--- src/rtl/dmem_pkg.sv ---
// Shared types and constants for the data-memory arbiter slice.
package dmem_pkg;

   localparam int unsigned DMEM_ADDR_W = 16;
   localparam int unsigned DMEM_DATA_W = 16;
   localparam int unsigned DMEM_NPORTS = 2;

   typedef enum logic [1:0] {
      StIdle   = 2'd0,
      StAccess = 2'd1,
      StResp   = 2'd2
   } dmem_state_e;

   typedef struct packed {
      logic                   we;
      logic                   memc;
      logic [DMEM_ADDR_W-1:0] addr;
      logic [DMEM_DATA_W-1:0] wdata;
      logic                   id;
   } dmem_cmd_t;

   function automatic logic addr_oor(input logic [DMEM_ADDR_W-1:0] addr,
                                     input int unsigned mem_bytes);
      return {16'b0, addr} >= mem_bytes;
   endfunction

endpackage

--- src/rtl/rr_arb2.sv ---
// Two-way round-robin picker: masked requests, pointer favours the last non-winner.
module rr_arb2
   import dmem_pkg::*;
(
   input  logic                   clk,
   input  logic                   rst,
   input  logic [DMEM_NPORTS-1:0] req_i,
   input  logic [DMEM_NPORTS-1:0] mask_i,
   input  logic                   take_i,
   output logic [DMEM_NPORTS-1:0] gnt_o,
   output logic                   valid_o
);

   logic                   ptr_q, ptr_d;
   logic [DMEM_NPORTS-1:0] eff_req;
   logic                   win_id;

   always_comb begin
      eff_req = req_i & ~mask_i;
      valid_o = |eff_req;
      win_id  = (eff_req == 2'b11) ? ptr_q : eff_req[1];
      gnt_o   = 2'b00;
      if (valid_o) begin
         gnt_o = win_id ? 2'b10 : 2'b01;
      end
      ptr_d = ptr_q;
      if (take_i && valid_o) begin
         ptr_d = ~win_id;
      end
   end

   always_ff @(posedge clk or posedge rst) begin
      if (rst) begin
         ptr_q <= 1'b0;
      end else begin
         ptr_q <= ptr_d;
      end
   end

endmodule

--- src/rtl/dmem_arbiter.sv ---
// Serialises two requesters onto a single-port data memory with range checking.
module dmem_arbiter
   import dmem_pkg::*;
#(
   parameter int unsigned MEM_BYTES = 64
) (
   input  logic        clk,
   input  logic        rst,
   input  logic        p0_req_i,
   input  logic        p0_we_i,
   input  logic        p0_memc_i,
   input  logic [15:0] p0_addr_i,
   input  logic [15:0] p0_wdata_i,
   output logic        p0_ack_o,
   output logic [15:0] p0_rdata_o,
   output logic        p0_err_o,
   input  logic        p1_req_i,
   input  logic        p1_we_i,
   input  logic        p1_memc_i,
   input  logic [15:0] p1_addr_i,
   input  logic [15:0] p1_wdata_i,
   output logic        p1_ack_o,
   output logic [15:0] p1_rdata_o,
   output logic        p1_err_o,
   output logic        mem_wmem_o,
   output logic [15:0] mem_addr_o,
   output logic [15:0] mem_wdata_o,
   output logic        mem_memc_o,
   input  logic [15:0] mem_rdata_i,
   output logic        busy_o
);

   dmem_state_e            state_q;
   dmem_cmd_t              cmd_q, win_cmd;
   logic                   oor_q, win_oor;
   logic                   wmem_q;
   logic [DMEM_NPORTS-1:0] ack_q;
   logic                   err_q;
   logic                   rd_ok_q;

   logic [DMEM_NPORTS-1:0] arb_req, arb_mask, arb_gnt;
   logic                   arb_valid, arb_take, start;

   assign arb_req = {p1_req_i, p0_req_i};

   // The owner of the response cycle may not win the arbitration held in that cycle.
   always_comb begin
      arb_mask = 2'b00;
      if (state_q == StResp) begin
         arb_mask = cmd_q.id ? 2'b10 : 2'b01;
      end
      arb_take = (state_q == StIdle) || (state_q == StResp);
      start    = arb_take && arb_valid;
   end

   rr_arb2 u_arb (
      .clk     (clk),
      .rst     (rst),
      .req_i   (arb_req),
      .mask_i  (arb_mask),
      .take_i  (arb_take),
      .gnt_o   (arb_gnt),
      .valid_o (arb_valid)
   );

   always_comb begin
      unique case (arb_gnt)
         2'b10:   win_cmd = '{we: p1_we_i, memc: p1_memc_i, addr: p1_addr_i,
                              wdata: p1_wdata_i, id: 1'b1};
         default: win_cmd = '{we: p0_we_i, memc: p0_memc_i, addr: p0_addr_i,
                              wdata: p0_wdata_i, id: 1'b0};
      endcase
      win_oor = addr_oor(win_cmd.addr, MEM_BYTES);
   end

   always_ff @(posedge clk or posedge rst) begin
      if (rst) begin
         state_q <= StIdle;
         cmd_q   <= '0;
         oor_q   <= 1'b0;
         wmem_q  <= 1'b0;
         ack_q   <= '0;
         err_q   <= 1'b0;
         rd_ok_q <= 1'b0;
      end else begin
         wmem_q <= 1'b0;
         ack_q  <= '0;
         err_q  <= 1'b0;
         if (start) begin
            cmd_q  <= win_cmd;
            oor_q  <= win_oor;
            wmem_q <= win_cmd.we && !win_oor;
         end
         unique case (state_q)
            StIdle: begin
               if (start) state_q <= StAccess;
            end
            StAccess: begin
               ack_q   <= cmd_q.id ? 2'b10 : 2'b01;
               err_q   <= oor_q;
               rd_ok_q <= !cmd_q.we && !oor_q;
               state_q <= StResp;
            end
            StResp: begin
               state_q <= start ? StAccess : StIdle;
            end
            default: state_q <= StIdle;
         endcase
      end
   end

   // Read data comes straight from the memory's output register during the response cycle.
   always_comb begin
      p0_ack_o   = ack_q[0];
      p1_ack_o   = ack_q[1];
      p0_err_o   = ack_q[0] & err_q;
      p1_err_o   = ack_q[1] & err_q;
      p0_rdata_o = (ack_q[0] && rd_ok_q) ? mem_rdata_i : 16'h0000;
      p1_rdata_o = (ack_q[1] && rd_ok_q) ? mem_rdata_i : 16'h0000;
      mem_wmem_o  = wmem_q;
      mem_addr_o  = cmd_q.addr;
      mem_wdata_o = cmd_q.wdata;
      mem_memc_o  = cmd_q.memc;
      busy_o      = (state_q != StIdle);
   end

endmodule

--- config.mk ---
export PLATFORM = sky130hd
export DESIGN_NAME = dmem_arbiter
export DESIGN_NICKNAME = d
export VERILOG_FILES = /design/src/rtl/dmem_pkg.sv /design/src/rtl/rr_arb2.sv /design/src/rtl/dmem_arbiter.sv
export SDC_FILE = /design/constraint.sdc
export NUM_CORES = 1
export LEC_CHECK = 0
export BUFFER_PORTS_ARGS = -buffer_cell sky130_fd_sc_hd__buf_2
export CORE_MARGIN = 10
export CORE_UTILIZATION = 46
export CTS_CLUSTER_DIAMETER = 150
export CTS_CLUSTER_SIZE = 40
export DETAILED_ROUTE_END_ITERATION = 8
export HOLD_SLACK_MARGIN = 0.05
export PLACE_DENSITY = 0.95
export SETUP_SLACK_MARGIN = 0.02
export SYNTH_ARGS = -nofsm -noshare
export SYNTH_HDL_FRONTEND = slang
export SYNTH_SLANG_ARGS = --single-unit
export TNS_END_PERCENT = 100
--- constraint.sdc ---
create_clock -name clk -period 2.8 [get_ports clk]
set_clock_uncertainty 0.1 [all_clocks]
set_input_delay 0.56 -clock clk [delete_from_list [all_inputs] [get_ports clk]]
set_output_delay 0.56 -clock clk [all_outputs]
set_load 0.02 [all_outputs]
==> flow_summary.json, run 1 <==
{
  "fin_nets": 468,
  "final_antenna_net_count": 0,
  "cpPeakStageDelay_ns": 0.76,
  "die_w_um": 93.6,
  "worst_hold_slack_ns": 0.343,
  "post-place-ws_ns": 0.701,
  "finalPower_mw": 3.24,
  "cts_max_path_buffers": 2,
  "fin_tns_setup_ns": 0,
  "final.min_clock_period_ns": 2.16,
  "initial_core_util": 0.481,
  "grt_usage": 0.166,
  "path_cells": "and3_1, buf_2",
  "ys_top_cells_by_area": "dfrtp_1 (44%), mux2i_1 (15%), buf_4 (9.9%), and3_1 (8.0%), a21oi_1 (6.8%)",
  "synth_area_um2": 2490,
  "antenna_found_initial": 0,
  "syn_avg_cell_area_um2": 9.61,
  "clk_pin_slew_ns": 0.09,
  "dpl.cell_count": 443,
  "synth-edff-count": 0,
  "p_per_area_nw_per_um2": 1000,
  "post_cts_buffers": 0,
  "design_area_um2": 3240,
  "cts_tree": "done",
  "cp-end-kind": "primary output",
  "synth-seq-cells": 44,
  "critical_path_class": "reg2out",
  "pin_count": 159,
  "drv_slew": 0,
  "die_h_um": 93.6,
  "worst_setup_path_start_kind": "register",
  "ys_seq_area_frac": 0.442,
  "grt_first_pass_wirelength_um": 11900,
  "fmax_ghz": 0.463,
  "tightest_slew_ns": 0.894,
  "maxSlewHeadroom": 0.403,
  "synth.net_count": 347,
  "cap_violations": 0,
  "vdd_ir_drop_max_mv": 0.564,
  "crit_buf_inv": 1,
  "status": "finished clean",
  "post_cts_resized": 0,
  "ys.flop_type": "dfrtp_1",
  "finalWorstSetupSlack_ns": 0.639,
  "p_leak_nw": 1.90,
  "path_delay_family": "flip-flops",
  "path_max_fanout": 33,
  "synth_cells": 259,
  "yosys-top-cells-count": "dfrtp_1 (44), nor2_1 (40), mux2i_1 (38)",
  "synth_top_cell_by_area": "dfrtp_1",
  "routed_wl_um": 7650,
  "gp_congestion": 0.863,
  "setup_viol": 0,
  "cts.sinks": 44,
  "syn2layout_area_growth_pct": 30.1,
  "n_antenna_cell": 0,
  "final_cells": 451,
  "fill_cells": 459,
  "io_buffers": 158,
  "hold_viol_final": 0,
  "cts_buffers": 5,
  "ys_warn_count": 0,
  "hold_class": "in2async",
  "postCtsHoldBufs": 0,
  "drtPass1Iterations": 6,
  "critPathArrivalTime_ns": 1.50,
  "wl_per_cell_um": 17.0,
  "grt_pass1_vias": 2367,
  "dp_hpwl_um": 6360,
  "route.detailed.drc": 0,
  "drt_iter0_drc": 75,
  "clockRootBuffer": "clkbuf_8",
  "clk-insertion-delay-late_ns": 0.28,
  "layout-drive-gt1-share": 0.459,
  "grt_max_degree": 45,
  "via_per_inst": 5.03,
  "synthArstFlopShare": 1.00,
  "vias": 2267,
  "core-area_um2": 5170,
  "place_area_um2": 3080,
  "die_area_um2": 8760,
  "critPathSlowestCell": "dfrtp_1",
  "rows": 26,
  "cp.required_ns": 2.14,
  "rsz0062_at_grt": "no",
  "synth_top_cell_area_share": 0.442,
  "grt_overflow": 0,
  "yosysMostFrequentCell": "dfrtp_1",
  "cts.htree.levels": 2,
  "ys_types": 23,
  "finalCritPeriodShare": 0.772,
  "postLayoutCoreUtil": 0.626
}
[metal layers]
metal	vias to the layer above	track usage	part of all wire
met4	0	0.0304	0.0086
met5	-	0	0
met1	1049	0.185	0.40
li1	1096	-	-
met2	113	0.298	0.51
met3	9	0.0576	0.086
[final cells by class]
class	count	area, um^2	share of cell area
Multi-Input combinational cell	162	1050	0.325
Inverter	5	18.8	0.00579
Tap cell	70	87.6	0.0270
Timing Repair Buffer	162	821	0.253
Clock buffer	5	68.8	0.0212
Sequential cell	44	1100	0.340
Clock inverter	3	90.1	0.0278
[sequential cells by signal, indices dropped and copies added, names as in the netlist, 2 cells and up]
signal and flops:
ack_q 2, cmd_q 2, mem_addr_o 16, mem_wdata_o 16
state_q 2
[logic make-up after synthesis]
| logic type | synth area share |
|---|---|
| AO/OA/AOI/OAI | 0.0829 |
| AND/OR/NAND/NOR | 0.175 |
| multiplexers | 0.157 |
| flip-flops | 0.442 |
| buffers and inverters | 0.142 |
[placed cells by master (no fill, tap or decap), drive strengths merged]
cell type and instances:
and3 32, nand3 2, and3b 1, a21oi 34
bufinv 3, o311ai 1, inv 5, nand3b 1
nor4 4, and2 2, mux2 1, nand2b 1
o31ai 1, nor2b 1, mux2i 38, buf 162
nand2 1, dfrtp 44, clkbuf 5, or2 1
nor2 40, a211oi 1
[where the power goes]
group	internal, mW	switching [mW]	total [mW]
sequential	0.927	0.201	1.13
clock	0.446	0.211	0.657
combinational	0.530	0.928	1.46
[path summary, 6_finish.rpt]
path	to	cells past startpoint	slack, ns	from
worst max register to register	mem_wmem_o$_DFF_PP0_	5	0.85	state_q[1]$_DFFE_PP0P_
max in group asynchronous	rd_ok_q$_DFFE_PP0N_	2	1.68	rst
min in group clk	rd_ok_q$_DFFE_PP0N_	1	0.36	oor_q$_DFFE_PP0P_
worst max-delay path	p1_rdata_o[14]	2	0.64	rd_ok_q$_DFFE_PP0N_
worst min register to register	rd_ok_q$_DFFE_PP0N_	1	0.36	oor_q$_DFFE_PP0P_
worst min-delay path	mem_wdata_o[6]$_DFFE_PP0P_	2	0.34	rst
(Power assumes the default switching activity.)
==> run 2: changes to the inputs <==
--- a/config.mk
+++ b/config.mk
@@ -7,12 +7,12 @@
 export LEC_CHECK = 0
 export BUFFER_PORTS_ARGS = -buffer_cell sky130_fd_sc_hd__buf_2
 export CORE_MARGIN = 10
-export CORE_UTILIZATION = 46
+export CORE_UTILIZATION = 39
 export CTS_CLUSTER_DIAMETER = 150
 export CTS_CLUSTER_SIZE = 40
 export DETAILED_ROUTE_END_ITERATION = 8
 export HOLD_SLACK_MARGIN = 0.05
-export PLACE_DENSITY = 0.95
+export PLACE_DENSITY = 0.87
 export SETUP_SLACK_MARGIN = 0.02
 export SYNTH_ARGS = -nofsm -noshare
 export SYNTH_HDL_FRONTEND = slang
==> constraint.sdc (replaced) <==
create_clock -name clk -period 1.84 [get_ports clk]
set_clock_uncertainty 0.1 [all_clocks]
set_input_delay 0.368 -clock clk [delete_from_list [all_inputs] [get_ports clk]]
set_output_delay 0.368 -clock clk [all_outputs]
set_load 0.02 [all_outputs]
==> run 2 against run 1 <==
- critical endpoint is now busy_o
- die area up 14%
- global-route usage down 2.3 points
- largest power group unchanged
- sequential cell count unchanged
- non-clock buffer count up 9
- via count up 0.66%
- final cell count up 3.8%
- sequential power up 52%
- sequential share of layout area down 1.2 points
==> flow_summary.json, run 2 (synthesis results as in run 1) <==
{
  "maxSlewHeadroom": 0.701,
  "path_max_fanout": 4,
  "tightest_slew_ns": 0.448,
  "grt_pass1_vias": 2417,
  "postLayoutCoreUtil": 0.536,
  "grt_overflow": 0,
  "hold_class": "in2reg",
  "clockRootBuffer": "clkbuf_8",
  "via_per_inst": 4.88,
  "min_from": "p1_wdata_i[15]",
  "p_per_area_nw_per_um2": 1430,
  "mostFrequentLayoutCells": "buf_2 (158), dfrtp_1 (41), nor2_1 (40)",
  "die_h_um": 99.9,
  "cpPeakStageDelay_ns": 0.38,
  "drtPass1Iterations": 4,
  "cts.sinks": 44,
  "final_antenna_net_count": 0,
  "layout-drive-gt1-share": 0.474,
  "wl_per_cell_um": 16.3,
  "initial_core_util": 0.397,
  "crit_buf_inv": 2,
  "rr_worst_depth": 6,
  "routed_wl_um": 7610,
  "status": "finished clean",
  "cts_tree": "done",
  "clk_pin_slew_ns": 0.09,
  "final.min_clock_period_ns": 1.74,
  "io_buffers": 158,
  "cap_violations": 0,
  "worst_setup_path_start_kind": "register",
  "fmax_ghz": 0.573,
  "die_w_um": 99.9,
  "final_common_cell": "buf_2",
  "cts_buffers": 5,
  "drv_slew": 0,
  "fin_nets": 477,
  "cp-end-kind": "primary output",
  "critical_path_class": "reg2out",
  "rsz0062_at_grt": "no",
  "hold_depth": 3,
  "cts_max_path_buffers": 2,
  "dp_hpwl_um": 6020,
  "path_delay_family": "flip-flops",
  "syn2layout_area_growth_pct": 35.1,
  "p_leak_nw": 1.95,
  "critPathSlowestCell": "dfrtp_1",
  "rr_startpoint": "state_q[1]$_DFFE_PP0P_",
  "worstReg2RegEnd": "mem_wdata_o[3]$_DFFE_PP0P_",
  "grt_max_degree": 38,
  "rows": 29,
  "fin_tns_setup_ns": 0,
  "path_cells": "buf_4, or2_2, buf_2",
  "clk-insertion-delay-late_ns": 0.29,
  "core-area_um2": 6280,
  "vias": 2282,
  "gp_congestion": 0.836,
  "drt_iter0_drc": 112,
  "finalCritPeriodShare": 0.948,
  "hold_end": "mem_wdata_o[15]$_DFFE_PP0P_",
  "hold_viol_final": 0,
  "pin_count": 159,
  "die_area_um2": 9980,
  "cts.htree.levels": 2,
  "setup_viol": 0,
  "grt_usage": 0.143,
  "critPathArrivalTime_ns": 1.28,
  "cp.required_ns": 1.37,
  "grt_first_pass_wirelength_um": 11800,
  "vdd_ir_drop_max_mv": 0.965,
  "antenna_found_initial": 1,
  "route.detailed.drc": 0,
  "rrSetupSlack_ns": 0.11
}
-- run 2: cell count changes in the layout (fill, tap and decap cells not counted), moves of 3 or more --
| cell | previous run | this run |
|---|---|---|
| dfrtp_1 | 44 | 41 |
| bufinv_16 | 3 | 0 |
| dfrtp_2 | 0 | 3 |
| buf_12 | 0 | 7 |
-- run 2: routing by layer --
layer	vias to the layer above	track usage	share of wire
met4	0	0.0353	0.012
met3	11	0.0639	0.10
met5	-	0	0
met1	1043	0.151	0.39
li1	1123	-	-
met2	105	0.253	0.50
-- run 2: report_power, final --
group | total (mW) | switching (mW) | internal (mW)
Combinational | 2.46 | 1.45 | 1.00
Clock | 0.632 | 0.327 | 0.305
Sequential | 1.72 | 0.307 | 1.42
-- run 2: area by class of cell --
type	instances	area, um^2
clock buffer	7	86.3
multi-input combinational	162	1050
antenna	1	2.50
timing repair buffer	171	996
clock inverter	1	7.51
inverter	5	18.8
sequential	44	1100
fill	589	2910
tap	77	96.3
-- run 2: worst max path at each step --
stage | from | to | slack, ns | depth (start not counted)
floorplan | state_q[1]$_DFFE_PP0P_ | mem_addr_o[10]$_DFFE_PP0P_ | 0.20 | 6
global placement | p0_req_i | mem_memc_o$_DFFE_PP0P_ | 0.11 | 7
detailed placement | p0_req_i | mem_addr_o[5]$_DFFE_PP0P_ | 0.04 | 7
CTS | ack_q[1]$_DFF_PP0_ | p1_rdata_o[7] | 0.07 | 2
global route | state_q[1]$_DFFE_PP0P_ | mem_wdata_o[3]$_DFFE_PP0P_ | 0.04 | 6
finish | state_q[1]$_DFFE_PP0P_ | busy_o | 0.1 | 3
-- run 2: timing repair --
item                                    CTS  global route
buffers inserted                          0             3
endpoints found under the setup margin    0            40
hold buffers                              1             0
hold endpoints to repair                 19             0
gates resized for setup                   0             3
-- run 2: worst register-to-register path: stages (launching register included) --
cell and delay, ns:
dfrtp_1 0.38, nor2b_1 0.16, o311ai_4 0.31, buf_4 0.19, clkbuf_16 0.18, mux2i_1 0.21, a21oi_1 0.08
-- run 2: stage by stage --
stage | std cells | instance area, um^2 | total power [mW] | hold WS [ns] | worst slack (ns)
after floorplan | 259 | 2490 | 3.70 | 0.333 | 0.199
after global placement | 454 | 3180 | 4.03 | 0.292 | 0.111
after detailed placement | 454 | 3180 | 4.12 | 0.306 | 0.0427
after CTS | 463 | 3290 | 4.76 | 0.266 | 0.0677
after global routing | 467 | 3360 | 5.20 | 0.282 | 0.0362
final | 468 | 3360 | 4.81 | 0.272 | 0.0952
==> run 3: changes to the inputs <==
--- a/config.mk
+++ b/config.mk
@@ -6,13 +6,12 @@
 export NUM_CORES = 1
 export LEC_CHECK = 0
 export BUFFER_PORTS_ARGS = -buffer_cell sky130_fd_sc_hd__buf_2
-export CORE_MARGIN = 10
 export CORE_UTILIZATION = 39
 export CTS_CLUSTER_DIAMETER = 150
 export CTS_CLUSTER_SIZE = 40
 export DETAILED_ROUTE_END_ITERATION = 8
 export HOLD_SLACK_MARGIN = 0.05
-export PLACE_DENSITY = 0.87
+export PLACE_DENSITY = 0.77
 export SETUP_SLACK_MARGIN = 0.02
 export SYNTH_ARGS = -nofsm -noshare
 export SYNTH_HDL_FRONTEND = slang
==> run 3 against run 2 <==
- die area shrank 33%
- clock-buffer cell count shrank 1
- first-iteration DRC count shrank 3.6%
==> flow_summary.json, run 3 (synthesis results as in run 1) <==
{
  "status": "finished clean",
  "grt_max_degree": 38,
  "gp_congestion": 0.695,
  "die_area_um2": 6710,
  "dp_hpwl_um": 4640,
  "routed_wl_um": 6040,
  "mostFrequentLayoutCells": "buf_2 (158), dfrtp_1 (42), nor2_1 (40)",
  "worst_setup_path_start_kind": "register",
  "hold_class": "in2reg",
  "die_w_um": 81.9,
  "clk-insertion-delay-late_ns": 0.28,
  "finalCritPeriodShare": 0.976,
  "tightest_slew_ns": 0.460,
  "clockRootBuffer": "clkbuf_8",
  "core-area_um2": 6030,
  "p_per_area_nw_per_um2": 1400,
  "place_area_um2": 3150,
  "worst_hold_slack_ns": 0.271,
  "vias": 2251,
  "cts.sinks": 44,
  "io_buffers": 158,
  "crit_buf_inv": 3,
  "drv_slew": 0,
  "n_antenna_cell": 0,
  "grt_first_pass_wirelength_um": 8760,
  "drtPass1Iterations": 4,
  "die_h_um": 81.9,
  "layout-drive-gt1-share": 0.486,
  "hold_viol_final": 0,
  "cp.required_ns": 1.92,
  "critPathSlowestCell": "o311ai_4",
  "grt_pass1_vias": 1894,
  "route.detailed.drc": 0,
  "rsz0062_at_grt": "yes",
  "final_antenna_net_count": 0,
  "initial_core_util": 0.413,
  "setup_viol": 0,
  "cts_buffers": 5,
  "grt_overflow": 0,
  "path_cells": "nor2b_4, o311ai_4, buf_8, buf_12, buf_4, mux2i_1, a21oi_1",
  "critical_path_class": "reg2reg",
  "path_delay_family": "compound AO/OA/AOI/OAI gates",
  "fmax_ghz": 0.557,
  "rows": 28,
  "cts_tree": "done",
  "wl_per_cell_um": 12.9,
  "fill_cells": 543,
  "cts_max_path_buffers": 2,
  "via_per_inst": 4.79,
  "vdd_ir_drop_max_mv": 0.665,
  "path_max_fanout": 5,
  "p_leak_nw": 1.96,
  "antenna_found_initial": 0,
  "design_area_um2": 3380,
  "drt_iter0_drc": 108,
  "final.min_clock_period_ns": 1.80,
  "clk_pin_slew_ns": 0.08,
  "critPathArrivalTime_ns": 1.87,
  "grt_usage": 0.173,
  "cpPeakStageDelay_ns": 0.42,
  "fin_nets": 483,
  "cap_violations": 0,
  "cp-end-kind": "register",
  "cts.htree.levels": 2,
  "pin_count": 159,
  "syn2layout_area_growth_pct": 35.7,
  "final_common_cell": "buf_2",
  "maxSlewHeadroom": 0.693
}
==> run 3: cell count changes in the layout (fill, tap and decap cells not counted), moves of 2 or more <==
cell	delta
buf_4	+7
buf_8	+3
buf_12	-3
mux2i_1	-2
==> run 3: area by class of cell <==
cell class	instances	area (um^2)	share of cell area
tap	75	93.8	0.0278
inverter	5	18.8	0.00556
timing repair buffer	177	1010	0.299
sequential	44	1100	0.327
clock buffer	6	72.6	0.0215
clock inverter	1	5.00	0.00148
multi-input combinational	162	1080	0.319
==> run 3: power by group <==
group | switching [mW] | internal, mW | leakage, nW
logic | 1.41 | 1.03 | 1.42
clock network | 0.309 | 0.259 | 0.0410
registers | 0.298 | 1.42 | 0.497
total | 2.02 | 2.70 | 1.96
==> run 3: metrics by stage <==
stage | setup slack, ns | utilization | total power, mW | setup TNS [ns] | cells
floorplan | 0.199 | - | 3.70 | 0 | 259
global placement | 0.0360 | 0.523 | 3.95 | 0 | 452
detailed placement | -0.0585 | 0.523 | 4.01 | -0.213 | 452
CTS | 0.00985 | 0.539 | 4.60 | 0 | 460
global route | -0.0251 | 0.561 | 5.10 | -0.0781 | 470
finish | 0.0440 | 0.561 | 4.72 | 0 | 470
==> run 3: worst paths after layout <==
path,startpoint,to,slack [ns],cells after the start
max,state_q[1]$_DFFE_PP0P_,mem_addr_o[14]$_DFFE_PP0P_,0.04,7
min,p1_addr_i[8],mem_addr_o[8]$_DFFE_PP0P_,0.27,3
max reg2reg,state_q[1]$_DFFE_PP0P_,mem_addr_o[14]$_DFFE_PP0P_,0.04,7
min reg2reg,oor_q$_DFFE_PP0P_,rd_ok_q$_DFFE_PP0N_,0.35,1
max in group asynchronous,rst,state_q[0]$_DFFE_PP0P_,0.60,4
min in group asynchronous,rst,mem_addr_o[10]$_DFFE_PP0P_,0.53,3
==> run 3: what timing repair did <==
action | CTS | global route
cloned | 0 | 0
endpoints found under the hold margin | 19 | 0
setup endpoints to repair | 15 | 25
hold buffers | 1 | 0
pin swaps | 0 | 6
buffers inserted | 0 | 10
gates resized for setup | 2 | 11
==> run 3: worst reg2reg max path, cell delays in order, from the launching register on <==
cell,delay [ns]
dfrtp_1,0.39
nor2b_4,0.14
o311ai_4,0.42
buf_8,0.18
buf_12,0.10
buf_4,0.09
mux2i_1,0.19
a21oi_1,0.08
==> run 3: routing by layer <==
metal | vias to the layer above | global-route usage | share of wire | wire [um]
met5 | - | 0 | 0 | 0
met2 | 99 | 0.322 | 0.52 | 3170
met3 | 5 | 0.0411 | 0.075 | 453
li1 | 1131 | - | - | -
met1 | 1016 | 0.199 | 0.39 | 2380
met4 | 0 | 0.0368 | 0.0066 | 40
